===== src/rtl/conv_frame_ctrl.sv =====
// Frame sequencer: streams one IX*IY frame from pixel memory into the 5x5 line buffer, counts returned windows.
// Optional CONV_FRAME_CTRL_AUTO_RESTART_EN: DONE re-enters LOAD directly when i_start is held.
module conv_frame_ctrl #(
  parameter int I_F_BW    = 8,
  parameter int IX        = 28,
  parameter int IY        = 28,
  parameter int KX        = 5,
  parameter int KY        = 5,
  parameter int DRAIN_MAX = 64,
  localparam int NPIX     = IX * IY,
  localparam int EXP_WIN  = (IX - KX + 1) * (IY - KY + 1),
  localparam int AW       = $clog2(NPIX),
  localparam int WW       = $clog2(EXP_WIN + 1)
) (
  input  logic              clk,
  input  logic              reset_n,
  input  logic              i_start,
  input  logic              i_stall,
  output logic              o_busy,
  output logic              o_done,
  output logic              o_err,
  output logic              o_mem_rd_en,
  output logic [AW-1:0]     o_mem_addr,
  input  logic [I_F_BW-1:0] i_mem_rd_data,
  output logic              o_lb_valid,
  output logic [I_F_BW-1:0] o_lb_pixel,
  input  logic              i_win_valid,
  output logic [WW-1:0]     o_win_cnt
);

  localparam int DW = $clog2(DRAIN_MAX + 1);
  localparam logic [AW-1:0] LAST_ADDR  = AW'(NPIX - 1);
  localparam logic [WW-1:0] WIN_FULL   = WW'(EXP_WIN);
  localparam logic [DW-1:0] DRAIN_LAST = DW'(DRAIN_MAX - 1);

  typedef enum logic [1:0] {IDLE, LOAD, DRAIN, DONE} state_t;

  state_t        state, state_nxt;
  logic [AW-1:0] addr, addr_nxt;
  logic [WW-1:0] win_cnt, win_cnt_nxt;
  logic [DW-1:0] drain_cnt, drain_cnt_nxt;
  logic          err, err_nxt;
  logic          rd_en;
  logic          lb_valid;

  // NOTE: state registers use non-blocking assignments so every flop samples pre-edge values.
  always_ff @(posedge clk or negedge reset_n) begin
    if (!reset_n) begin
      state     <= IDLE;
      addr      <= '0;
      win_cnt   <= '0;
      drain_cnt <= '0;
      err       <= 1'b0;
      lb_valid  <= 1'b0;
    end else begin
      state     <= state_nxt;
      addr      <= addr_nxt;
      win_cnt   <= win_cnt_nxt;
      drain_cnt <= drain_cnt_nxt;
      err       <= err_nxt;
      lb_valid  <= rd_en;
    end
  end

  // NOTE: every signal gets a default before the case so no latch is inferred.
  always_comb begin
    state_nxt     = state;
    addr_nxt      = addr;
    win_cnt_nxt   = win_cnt;
    drain_cnt_nxt = drain_cnt;
    err_nxt       = err;
    rd_en         = 1'b0;

    if ((state == LOAD || state == DRAIN) && i_win_valid && win_cnt != WIN_FULL)
      win_cnt_nxt = win_cnt + 1'b1;

    case (state)
      IDLE: begin
        if (i_start) begin
          state_nxt     = LOAD;
          addr_nxt      = '0;
          win_cnt_nxt   = '0;
          drain_cnt_nxt = '0;
          err_nxt       = 1'b0;
        end
      end
      LOAD: begin
        if (!i_stall) begin
          rd_en = 1'b1;
          // Wrap to 0 on the last issue so the counter never leaves the frame.
          if (addr == LAST_ADDR) begin
            addr_nxt      = '0;
            drain_cnt_nxt = '0;
            state_nxt     = DRAIN;
          end else begin
            addr_nxt = addr + 1'b1;
          end
        end
      end
      DRAIN: begin
        if (win_cnt == WIN_FULL) begin
          state_nxt = DONE;
        end else if (drain_cnt == DRAIN_LAST) begin
          err_nxt   = 1'b1;
          state_nxt = DONE;
        end else begin
          drain_cnt_nxt = drain_cnt + 1'b1;
        end
      end
      DONE: begin
`ifdef CONV_FRAME_CTRL_AUTO_RESTART_EN
        if (i_start) begin
          state_nxt     = LOAD;
          addr_nxt      = '0;
          win_cnt_nxt   = '0;
          drain_cnt_nxt = '0;
          err_nxt       = 1'b0;
        end else begin
          state_nxt = IDLE;
        end
`else
        state_nxt = IDLE;
`endif
      end
      default: state_nxt = IDLE;
    endcase
  end

  assign o_busy      = (state != IDLE);
  assign o_done      = (state == DONE);
  assign o_err       = err;
  assign o_mem_rd_en = rd_en;
  assign o_mem_addr  = addr;
  assign o_lb_valid  = lb_valid;
  assign o_lb_pixel  = i_mem_rd_data;
  assign o_win_cnt   = win_cnt;

endmodule


===== config.mk =====
export PLATFORM = sky130hd
export DESIGN_NAME = conv_frame_ctrl
export DESIGN_NICKNAME = d
export VERILOG_FILES = /design/src/rtl/conv_frame_ctrl.sv
export SDC_FILE = /design/constraint.sdc
export NUM_CORES = 1
export LEC_CHECK = 0
export CAP_MARGIN = 20
export CORE_ASPECT_RATIO = 1.5
export CORE_UTILIZATION = 50
export DETAILED_ROUTE_END_ITERATION = 10
export PLACE_DENSITY = 0.81
export SLEW_MARGIN = 15
export SYNTH_ARGS = -nofsm -noshare
export SYNTH_HDL_FRONTEND = slang
export SYNTH_SLANG_ARGS = --single-unit

===== constraint.sdc =====
create_clock -name clk -period 5.4 [get_ports clk]
set_clock_uncertainty 0.05 [all_clocks]
set_input_delay 1.08 -clock clk [delete_from_list [all_inputs] [get_ports clk]]
set_output_delay 1.08 -clock clk [all_outputs]
set_load 0.005 [all_outputs]

After elaboration in Yosys (flattened, before gate mapping)
Index checks and enable logic that the tools add are counted.

cells by class
  add/subtract/negate cells = 3
  equal/unequal tests = 14
  muxes and demuxes = 25
  reduce and logical (&&, ||, !) cells = 12

operators with widths
  operator               count
  $mux 10                6
  $mux 7                 5
  $pmux 7 s3             1
  $add 10x1->10 const B  2
  $eq 10x10->1 const B   2
  $pmux 10 s2            1
  $mux 2                 5
  $ne 10x10->1 const B   1
  $ne 2x2->1 const B     4
  $pmux 2 s4             1
  $reduce_and 4->1       2
  $add 7x1->7 const B    1
  $eq 7x6->1 const B     1
  $reduce_and 6->1       1
  $reduce_bool 2->1      3
  $mux 1                 5
  $eq 2x2->1 const B     2
  $ne 2x1->1 const B     2
  $ne 3x1->1 const B     1
  $reduce_and 3->1       1
  $reduce_bool 3->1      1
  $eq 2x1->1 const B     1
  $logic_and 1x1->1      2
  $logic_not 2->1        1
  other kinds (2)        2

word-level totals
  bits in registers = 31
  input bits = 13
  output and inout port bits = 33
  logic and storage cells = 60

Longest topological paths before layout
Gate-level depths: netlist (run 1).

  depth after elaboration = 7
  gate-level depth with buffers = 8
  depth with buffers taken out = 7

Least setup slack after synthesis (run 1)
Ideal clock, no wire load.

  kind = input port to output port
  start = input i_stall
  end = output o_mem_rd_en
  arrival = 1.221 ns
  data required time = 4.270 ns
  slack = 3.049 ns
  stages = 1
  path buffers = 0
  cell sequence = nor2b_1

on the way
  word-level cells in the longest chain between the ends = 2

RTL lines
  what         line  RTL
  from (decl)  18    input logic i_stall,
  $mux 1       88    if (!i_stall) begin
  $mux 1       77    case (state)
  to (decl)    22    output logic o_mem_rd_en,

No other way between the ends.

Worst setup path after layout (run 1)
Same ends and word-level chain as after synthesis.

==> run_results.csv, run 1 <==
group,metric,value,unit
drt,drc,0,
synthesis,ys_seq_area_share,43.0,%
worst_setup_path,cp.arrival,2.17,ns
cts,cts_made_buffers,5,
placement,portBuffers,29,
placement,placed_cells_incl_taps,249,
placement,place_area,2070,um^2
floorplan,row_count,26,
floorplan,die_h,75.5,um
timing,drv_slew,0,
grt,grt_overflow,0,
final_layout,num-nets-final,236,
timing,finalHoldViolCount,0,
synthesis,async_flop_share,100,%
worst_setup_path,crit_required,4.27,ns
cts,clk_pin_slew,0.06,ns
worst_setup_path,max_stage_delay,0.52,ns
hold_path,hp-class,"reg2reg",
final_layout,finalNonFillerCells,255,
placement,dp_slack,2.11,ns
timing,grt_setup_unrepaired,"false",
final_layout,fin_util,62.7,%
run,drv_cap,0,
timing,setup_viol,0,
floorplan,io_pins,46,
final_layout,diodes,0,
synthesis,syn_avg_cell_area,9.54,um^2
worst_setup_path,crit_top_cell,"clkdlybuf4s50_1",
grt,grt_max_degree,32,
cts,cts_tree,"yes",
synthesis,synthCells,189,
synthesis,synth_warnings,0,
timing,layout_setup_ws,2.10,ns
timing,slew_headroom,55.1,%
cts,ctsHtreeMaxLevel,2,
cts,cts_hold_buf,0,
hold_path,hold_path_depth,2,
pwr,p_leak,0.917,nW
worst_setup_path,crit_chain,"clkdlybuf4s50_1 > nor2b_1 > clkdlybuf4s50_1",
placement,dp_hpwl,2710,um
grt,grt_usage,21.1,%
worst_setup_path,crit_fanout,2,
run_status,status,"complete, no violations",
drt,drt_first_pass_iters,4,
timing,period_minus_slack,3.30,ns
worst_setup_path,crit_family,"buffers and inverters",
final_layout,fin_area,2140,um^2
floorplan,initial_utilization,52.8,%
floorplan,die_area,3860,um^2
synthesis,yosys.area.top_type,"dfrtp_1",
synthesis,synth-edff-count,0,
pwr,powerDensity,410,nW/um^2
drt,vias_per_cell,5.77,
worst_setup_path,path_depth,3,
placement,routabilityCongestion,0.836,
worst_setup_path,critPathLaunchType,"input pin",
pwr,peakVddDrop,0.000338,V
timing,min_period_over_period,61.1,%
grt,grt_pass1_wl,5970,um
drt,vias,1472,
final_layout,drive_gt1_share,6.57,%
cts,clock_latency,0.29,ns
worst_setup_path,cpMaxStageDelayCell,"clkdlybuf4s50_1",
synthesis,yosysUniqueCellTypes,41,
synthesis,synth_area_leaders,"dfrtp_1 43%, ha_1 6.2%, nor2_1 5.6%",
cts,cts_max_path_buffers,2,
timing,fmax,303,MHz
final_layout,synthToLayoutAreaGrowth,18.9,%
cts,cts_resized,0,
final_layout,nFillCells,300,
synthesis,synth_top_area_share,43.0,%
grt,antenna_found_initial,0,
drt,drtIter0Drc,33,
cts,root_buffer,"clkbuf_8",
floorplan,fp.coreArea,3420,um^2
drt,wl_per_cell,14.7,um
synthesis,synth_seq_cells,31,
worst_setup_path,critPathKind,"in2out",
drt,ant_nets,0,
worst_setup_path,cp_num_buf_inv,2,
synthesis,syn_area,1800,um^2
pwr,finalPower,880,uW
timing,finalSetupTns,0,ns
drt,routed_wirelength,3760,um
worst_setup_path,r2r_cells,5,
cts,cts_setup_buffers,0,
synthesis,synthFlopType,"dfrtp_1",
timing,whs,0.475,ns
worst_setup_path,crit_path_end_kind,"primary output",
grt,first_global_vias,1340,
timing,tightest_slew,0.671,ns
cts,cts.sink_count,31,
synthesis,syn_nets,211,
floorplan,die_w,51.0,um
[cells by family after synthesis]
logic type,synth area share (%)
flops,43.0
mux,3.54
buf+inv,6.45
xor+xnor,7.29
fa+ha+maj,6.25
compound gates,10.5
simple gates,23.0
[sequential cells by signal, indices dropped and copies added, names as in the netlist]
name	cells
o_lb_valid	1
o_win_cnt	10
drain_cnt	7
state	2
o_mem_addr	10
o_err	1
[cell usage in the layout (no fill, tap or decap), drive strengths merged, types with 5 or more instances in the layout]
cell / count
nand2: 13
nor3: 7
inv: 9
dfrtp: 31
ha: 9
nor2: 27
xor2: 6
nand3: 9
o21ai: 7
clkbuf: 6
a21oi: 5
xnor2: 9
clkdlybuf4s50: 29
[worst reg2reg max path, stage by stage, from the launching register on]
cell and delay, ns:
dfrtp_1 0.46, or4b_4 0.58, o31ai_4 0.30, nand3b_2 0.23, or4_1 0.50, o21ai_0 0.08
[synthesized netlist by cell type (4+ instances only)]
master	n
a21oi_1	5
and3_1	4
buf_4	8
dfrtp_1	31
ha_1	9
inv_1	9
nand2_1	13
nand3_1	9
nor2_1	27
nor3_1	7
o21ai_0	6
xnor2_1	9
xor2_1	6
[path summary, 6_finish.rpt]
| kind | end | start | slack (ns) |
|---|---|---|---|
| worst max-delay path | o_mem_rd_en | i_stall | 2.10 |
| worst min-delay path | drain_cnt[6] | drain_cnt[6] | 0.48 |
| worst max register to register | drain_cnt[4] | o_mem_addr[4] | 3.14 |
| worst min register to register | drain_cnt[6] | drain_cnt[6] | 0.48 |
| max in group asynchronous | drain_cnt[2] | reset_n | 3.88 |
| min in group asynchronous | o_win_cnt[8] | reset_n | 1.14 |
[routing by layer]
metal | share of wire [%] | GRT usage [%]
met5 | 0 | 0
met4 | 2.0 | 11.1
met3 | 3.2 | 4.39
met2 | 54 | 37.6
met1 | 41 | 23.6
[final cells by class]
type	count	area, um^2	share of cell area (%)
Multi-Input combinational cell	137	911	42.5
Inverter	9	33.8	1.58
Tap cell	42	52.6	2.45
Sequential cell	31	776	36.2
Timing Repair Buffer	30	298	13.9
Clock buffer	6	72.6	3.39
[report_power, final]
| part | leakage [nW] | switching, mW | total (mW) | internal, mW |
|---|---|---|---|---|
| combinational | 0.459 | 0.201 | 0.391 | 0.190 |
| clock | 0.0371 | 0.0816 | 0.167 | 0.0857 |
| sequential | 0.421 | 0.0472 | 0.321 | 0.274 |
Power figures use the tool's default switching activity.
==> inputs of run 2 (changes only) <==
CORE_UTILIZATION = 49   (was 50)
PLACE_DENSITY = 0.8   (was 0.81)
clock period = 3.05 ns   (was 5.4 ns; I/O delays follow)
==> run 2 against run 1 <==
Against the previous run:
- critical path depth increased by 1
- clock power increased to 2.5 times the previous value
- global-route usage increased by 0.21 points
- largest cell class unchanged
- worst setup slack got worse by 1.6 ns
- sequential share of layout area decreased by 0.74 points
- non-clock buffer count unchanged
- register-to-register slack got worse by 2.4 ns
- die area increased by 2.0%
- utilization increased by 0.71 points
- total power increased by 92%
- sequential cell count unchanged
- hold slack got worse by 0.0084 ns
==> run_results.csv, run 2 (synthesized netlist as in run 1, its figures left out) <==
group,metric,value,unit
run_status,status,"complete, no violations",
cts,cts_max_path_buffers,2,
final_layout,mostFrequentLayoutCells,"31 x dfrtp_1, 29 x clkdlybuf4s50_1, 27 x nor2_1, 13 x nand2_1",
placement,routabilityCongestion,0.904,
floorplan,die_w,51.5,um
cts,cts.sink_count,31,
final_layout,nFillCells,318,
timing,period_minus_slack,2.52,ns
drt,drtIter0Drc,27,
worst_setup_path,r2r_cells,5,
final_layout,drive_gt1_share,7.91,%
pwr,finalPower,1.69,mW
floorplan,initial_utilization,52.3,%
worst_setup_path,crit_fanout,5,
grt,grt_overflow,0,
final_layout,num-nets-final,236,
timing,fmax,397,MHz
placement,portBuffers,29,
timing,min_period_over_period,82.6,%
run,drv_cap,0,
timing,slew_headroom,55.9,%
cts,clock_latency,0.28,ns
cts,root_buffer,"clkbuf_8",
pwr,peakVddDrop,0.000554,V
drt,routed_wirelength,3730,um
cts,cts_setup_buffers,0,
pwr,powerDensity,773,nW/um^2
drt,drc,0,
grt,grt_pass1_wl,6340,um
cts,cts_hold_buf,0,
worst_setup_path,crit_required,2.39,ns
timing,tightest_slew,0.658,ns
cts,cts_tree,"yes",
floorplan,die_h,76.3,um
cts,clk_pin_slew,0.07,ns
final_layout,fin_util,63.5,%
floorplan,io_pins,46,
drt,wl_per_cell,14.5,um
placement,dp_slack,0.698,ns
worst_setup_path,r2r_slack,0.79,ns
worst_setup_path,critPathKind,"reg2out",
grt,grt_max_degree,32,
hold_path,hold_path_depth,1,
drt,ant_nets,0,
worst_setup_path,timing.rr.end,"drain_cnt[5]",
worst_setup_path,critPathLaunchType,"flip-flop",
final_layout,regArea,776,um^2
placement,dp_hpwl,2630,um
timing,layout_setup_ws,0.531,ns
grt,antenna_found_initial,0,
final_layout,finalNonFillerCells,257,
grt,first_global_vias,1463,
timing,grt_setup_unrepaired,"false",
drt,vias_per_cell,5.61,
timing,finalSetupTns,0,ns
floorplan,fp.coreArea,3450,um^2
final_layout,diodes,0,
cts,cts_resized,0,
floorplan,die_area,3930,um^2
worst_setup_path,rr_startpoint,"o_mem_addr[4]",
floorplan,row_count,26,
timing,finalHoldViolCount,0,
grt,grt_usage,21.4,%
placement,placed_cells_incl_taps,249,
final_layout,layout_commonest_cell,"dfrtp_1",
timing,setup_viol,0,
drt,vias,1443,
cts,ctsHtreeMaxLevel,2,
timing,drv_slew,0,
hold_path,hold_end,"drain_cnt[3]",
worst_setup_path,crit_path_end_kind,"primary output",
worst_setup_path,cp.arrival,1.86,ns
hold_path,hp-class,"reg2reg",
final_layout,multi_input_area,911,um^2
final_layout,synthToLayoutAreaGrowth,21.4,%
cts,cts_made_buffers,5,
pwr,p_leak,0.941,nW
drt,drt_first_pass_iters,4,
hold_path,min_from,"drain_cnt[3]",
[run 2: cell count changes in the layout (fill, tap and decap cells not counted)]
cell       delta
bufinv_16     +1
clkbuf_1      -1
clkbuf_8      +1
clkinv_2      +1
[run 2: worst max path at each step]
stage               slack [ns]           end     startpoint
floorplan                 0.92  drain_cnt[5]  o_mem_addr[4]
CTS                       0.52   o_mem_rd_en       state[1]
global placement          0.71   o_mem_rd_en        i_stall
finish                    0.53   o_mem_rd_en       state[1]
global route              0.47   o_mem_rd_en       state[1]
detailed placement        0.70   o_mem_rd_en        i_stall
[run 2: cell type report]
| type | count | share of cell area, % |
|---|---|---|
| multi-input cells | 137 | 41.6 |
| flip-flops and latches | 31 | 35.4 |
| repair buffers | 30 | 13.6 |
| clock buffers | 6 | 3.77 |
| well taps | 42 | 2.40 |
| clock inverters | 2 | 1.60 |
| inverters | 9 | 1.54 |
[run 2: critical path, stage by stage, from the launching register on]
cell and delay [ns]:
dfrtp_1 0.42, inv_1 0.12, ha_1 0.32, nor2b_1 0.20
clkdlybuf4s50_1 0.52
[run 2: power breakdown]
group          internal (mW)  total, mW  switching [mW]  leakage (nW)
combinational          0.340      0.701           0.361         0.459
clock                  0.264      0.418           0.154        0.0612
sequential             0.484      0.571          0.0870         0.421
total                   1.09       1.69           0.602         0.941
[run 2: metal layers]
| metal | up-vias | wire, um | global-route usage, % | part of all wire, % |
|---|---|---|---|---|
| met3 | 9 | 140 | 5.59 | 3.8 |
| met4 | 0 | 76 | 10.3 | 2.0 |
| met5 | - | 0 | 0 | 0 |
| met1 | 702 | 1520 | 21.2 | 41 |
| met2 | 34 | 1990 | 39.0 | 53 |
| li1 | 698 | - | - | - |
[run 2: metrics by stage]
step                cell area, um^2  hold WS, ns
floorplan                      1800        0.264
global placement               2070        0.444
detailed placement             2070        0.459
CTS                            2190        0.467
global route                   2190        0.489
finish                         2190        0.467
==> inputs of run 3 (changes only) <==
clock period = 2.5 ns   (was 3.05 ns; I/O delays follow)
==> run 3 against run 2 <==
Against the previous run:
- worst setup slack lost 0.42 ns
- global-route usage grew 0.45 points
- non-clock buffer count increased by 1
- sequential share of layout area up 0.47 points
- first-iteration DRC count shrank 19%
- sequential cell count stayed put
- total power is 14% higher
- register-to-register slack worse by 0.53 ns
- critical path depth did not move
- cell count grew 0.39%
- critical path type unchanged
- critical endpoint unchanged
- highest routed layer unchanged
==> run_results.csv, run 3 (synthesized netlist as in run 1, its figures left out) <==
group,metric,value,unit
run_status,status,"complete, no violations",
timing,setup_viol,0,
worst_setup_path,cp.arrival,1.84,ns
drt,routed_wirelength,3740,um
drt,vias_per_cell,5.71,
grt,antenna_found_initial,0,
pwr,peakVddDrop,0.000624,V
final_layout,num-nets-final,237,
worst_setup_path,crit_fanout,5,
pwr,p_int,1.21,mW
grt,grt_pass1_wl,6340,um
worst_setup_path,crit_path_end_kind,"primary output",
timing,finalSetupTns,0,ns
cts,cts_made_buffers,5,
drt,drc,0,
final_layout,mostFrequentLayoutCells,"31 x dfrtp_1, 29 x clkdlybuf4s50_1, 27 x nor2_1, 13 x nand2_1",
final_layout,synthToLayoutAreaGrowth,19.8,%
placement,portBuffers,29,
floorplan,die_area,3930,um^2
drt,vias,1472,
drt,drtIter0Drc,22,
pwr,comb_power_share,44.5,%
cts,cts_resized,0,
timing,whs,0.464,ns
floorplan,initial_utilization,52.3,%
drt,ant_nets,0,
floorplan,io_pins,46,
cts,cts_tree,"yes",
pwr,seqPwrFrac,35.9,%
timing,drv_slew,0,
pwr,clockPowerShare,19.6,%
run,drv_cap,0,
placement,dp_hpwl,2690,um
worst_setup_path,critPathLaunchType,"flip-flop",
cts,root_buffer,"clkbuf_8",
timing,layout_setup_ws,0.110,ns
final_layout,layout_commonest_cell,"dfrtp_1",
cts,ctsHtreeMaxLevel,2,
final_layout,finalNonFillerCells,258,
cts,cts_setup_buffers,0,
placement,placed_cells_incl_taps,250,
worst_setup_path,max_stage_delay,0.52,ns
timing,finalHoldViolCount,0,
cts,clk_pin_slew,0.06,ns
grt,grt_max_degree,32,
grt,first_global_vias,1402,
worst_setup_path,crit_chain,"inv_1 > ha_1 > nor2b_1 > clkdlybuf4s50_1",
floorplan,die_w,51.5,um
timing,grt_setup_unrepaired,"false",
final_layout,drive_gt1_share,7.41,%
floorplan,row_count,26,
timing,slew_headroom,63.6,%
placement,dp_slack,0.284,ns
timing,fmax,418,MHz
placement,routabilityCongestion,0.811,
worst_setup_path,critPathKind,"reg2out",
drt,wl_per_cell,14.5,um
pwr,p_sw,722,uW
grt,grt_overflow,0,
worst_setup_path,crit_required,1.95,ns
hold_path,hp-class,"reg2reg",
timing,tightest_slew,0.544,ns
cts,cts_hold_buf,0,
floorplan,fp.coreArea,3450,um^2
timing,period_minus_slack,2.39,ns
grt,grt_usage,21.8,%
cts,cts_max_path_buffers,2,
pwr,p_leak,0.927,nW
floorplan,die_h,76.3,um
pwr,powerDensity,895,nW/um^2
pwr,finalPower,1.93,mW
cts,cts.sink_count,31,
worst_setup_path,cpMaxStageDelayCell,"clkdlybuf4s50_1",
timing,min_period_over_period,95.6,%
pwr,switching_share,37.3,%
drt,drt_first_pass_iters,4,
final_layout,diodes,0,
cts,clock_latency,0.28,ns
## run 3: changes by cell type in the layout (fill, tap and decap cells not counted), sizes merged
cell    change
buf         +1
bufinv      -1
clkbuf      +1
## run 3: final timing paths
check                               from  slack [ns]  cells after the start             to
max                             state[1]        0.11                      4    o_mem_rd_en
min                         drain_cnt[6]        0.46                      2   drain_cnt[6]
max reg2reg                o_mem_addr[4]        0.26                      5   drain_cnt[4]
min reg2reg                 drain_cnt[6]        0.46                      2   drain_cnt[6]
max in group asynchronous        reset_n        1.55                      2  o_mem_addr[1]
min in group asynchronous        reset_n        0.56                      2   drain_cnt[1]
## run 3: metrics by stage
| stage | cell area, um^2 | util (%) |
|---|---|---|
| 2_1_floorplan | 1800 | - |
| 3_3_place_gp | 2080 | 60.3 |
| 5_1_grt | 2160 | 62.6 |
| 6_report | 2160 | 62.6 |
| 3_5_place_dp | 2080 | 60.3 |
| 4_1_cts | 2160 | 62.6 |
## run 3: power by group through the flow
| stage | Sequential, mW | Combinational, mW | Clock (mW) |
|---|---|---|---|
| 6_report | 0.695 | 0.860 | 0.379 |
| 5_1_grt | 0.709 | 0.950 | 0.404 |
| 4_1_cts | 0.693 | 0.859 | 0.388 |
| 3_5_place_dp | 0.700 | 0.854 | 0 |
| 3_3_place_gp | 0.701 | 0.836 | 0 |
| 2_1_floorplan | 0.686 | 0.589 | 0 |
## run 3: metal layers
| metal | wire length (um) | GRT usage [%] |
|---|---|---|
| met1 | 1540 | 24.2 |
| met2 | 1920 | 37.0 |
| met3 | 180 | 4.99 |
| met4 | 95 | 11.9 |
| met5 | 0 | 0 |
## run 3: final cells by class
| class | count | area, um^2 |
|---|---|---|
| inverter | 9 | 33.8 |
| timing repair buffer | 31 | 305 |
| tap | 42 | 52.6 |
| clock inverter | 1 | 5.00 |
| fill | 315 | 1290 |
| sequential | 31 | 776 |
| clock buffer | 7 | 76.3 |
| multi-input combinational | 137 | 911 |
## run 3: critical path, delay by kind of cell (launching register included)
| kind | cells | cell delay [ns] |
|---|---|---|
| buf+inv | 2 | 0.63 |
| flops | 1 | 0.41 |
| simple gates | 1 | 0.20 |
| fa+ha+maj | 1 | 0.32 |
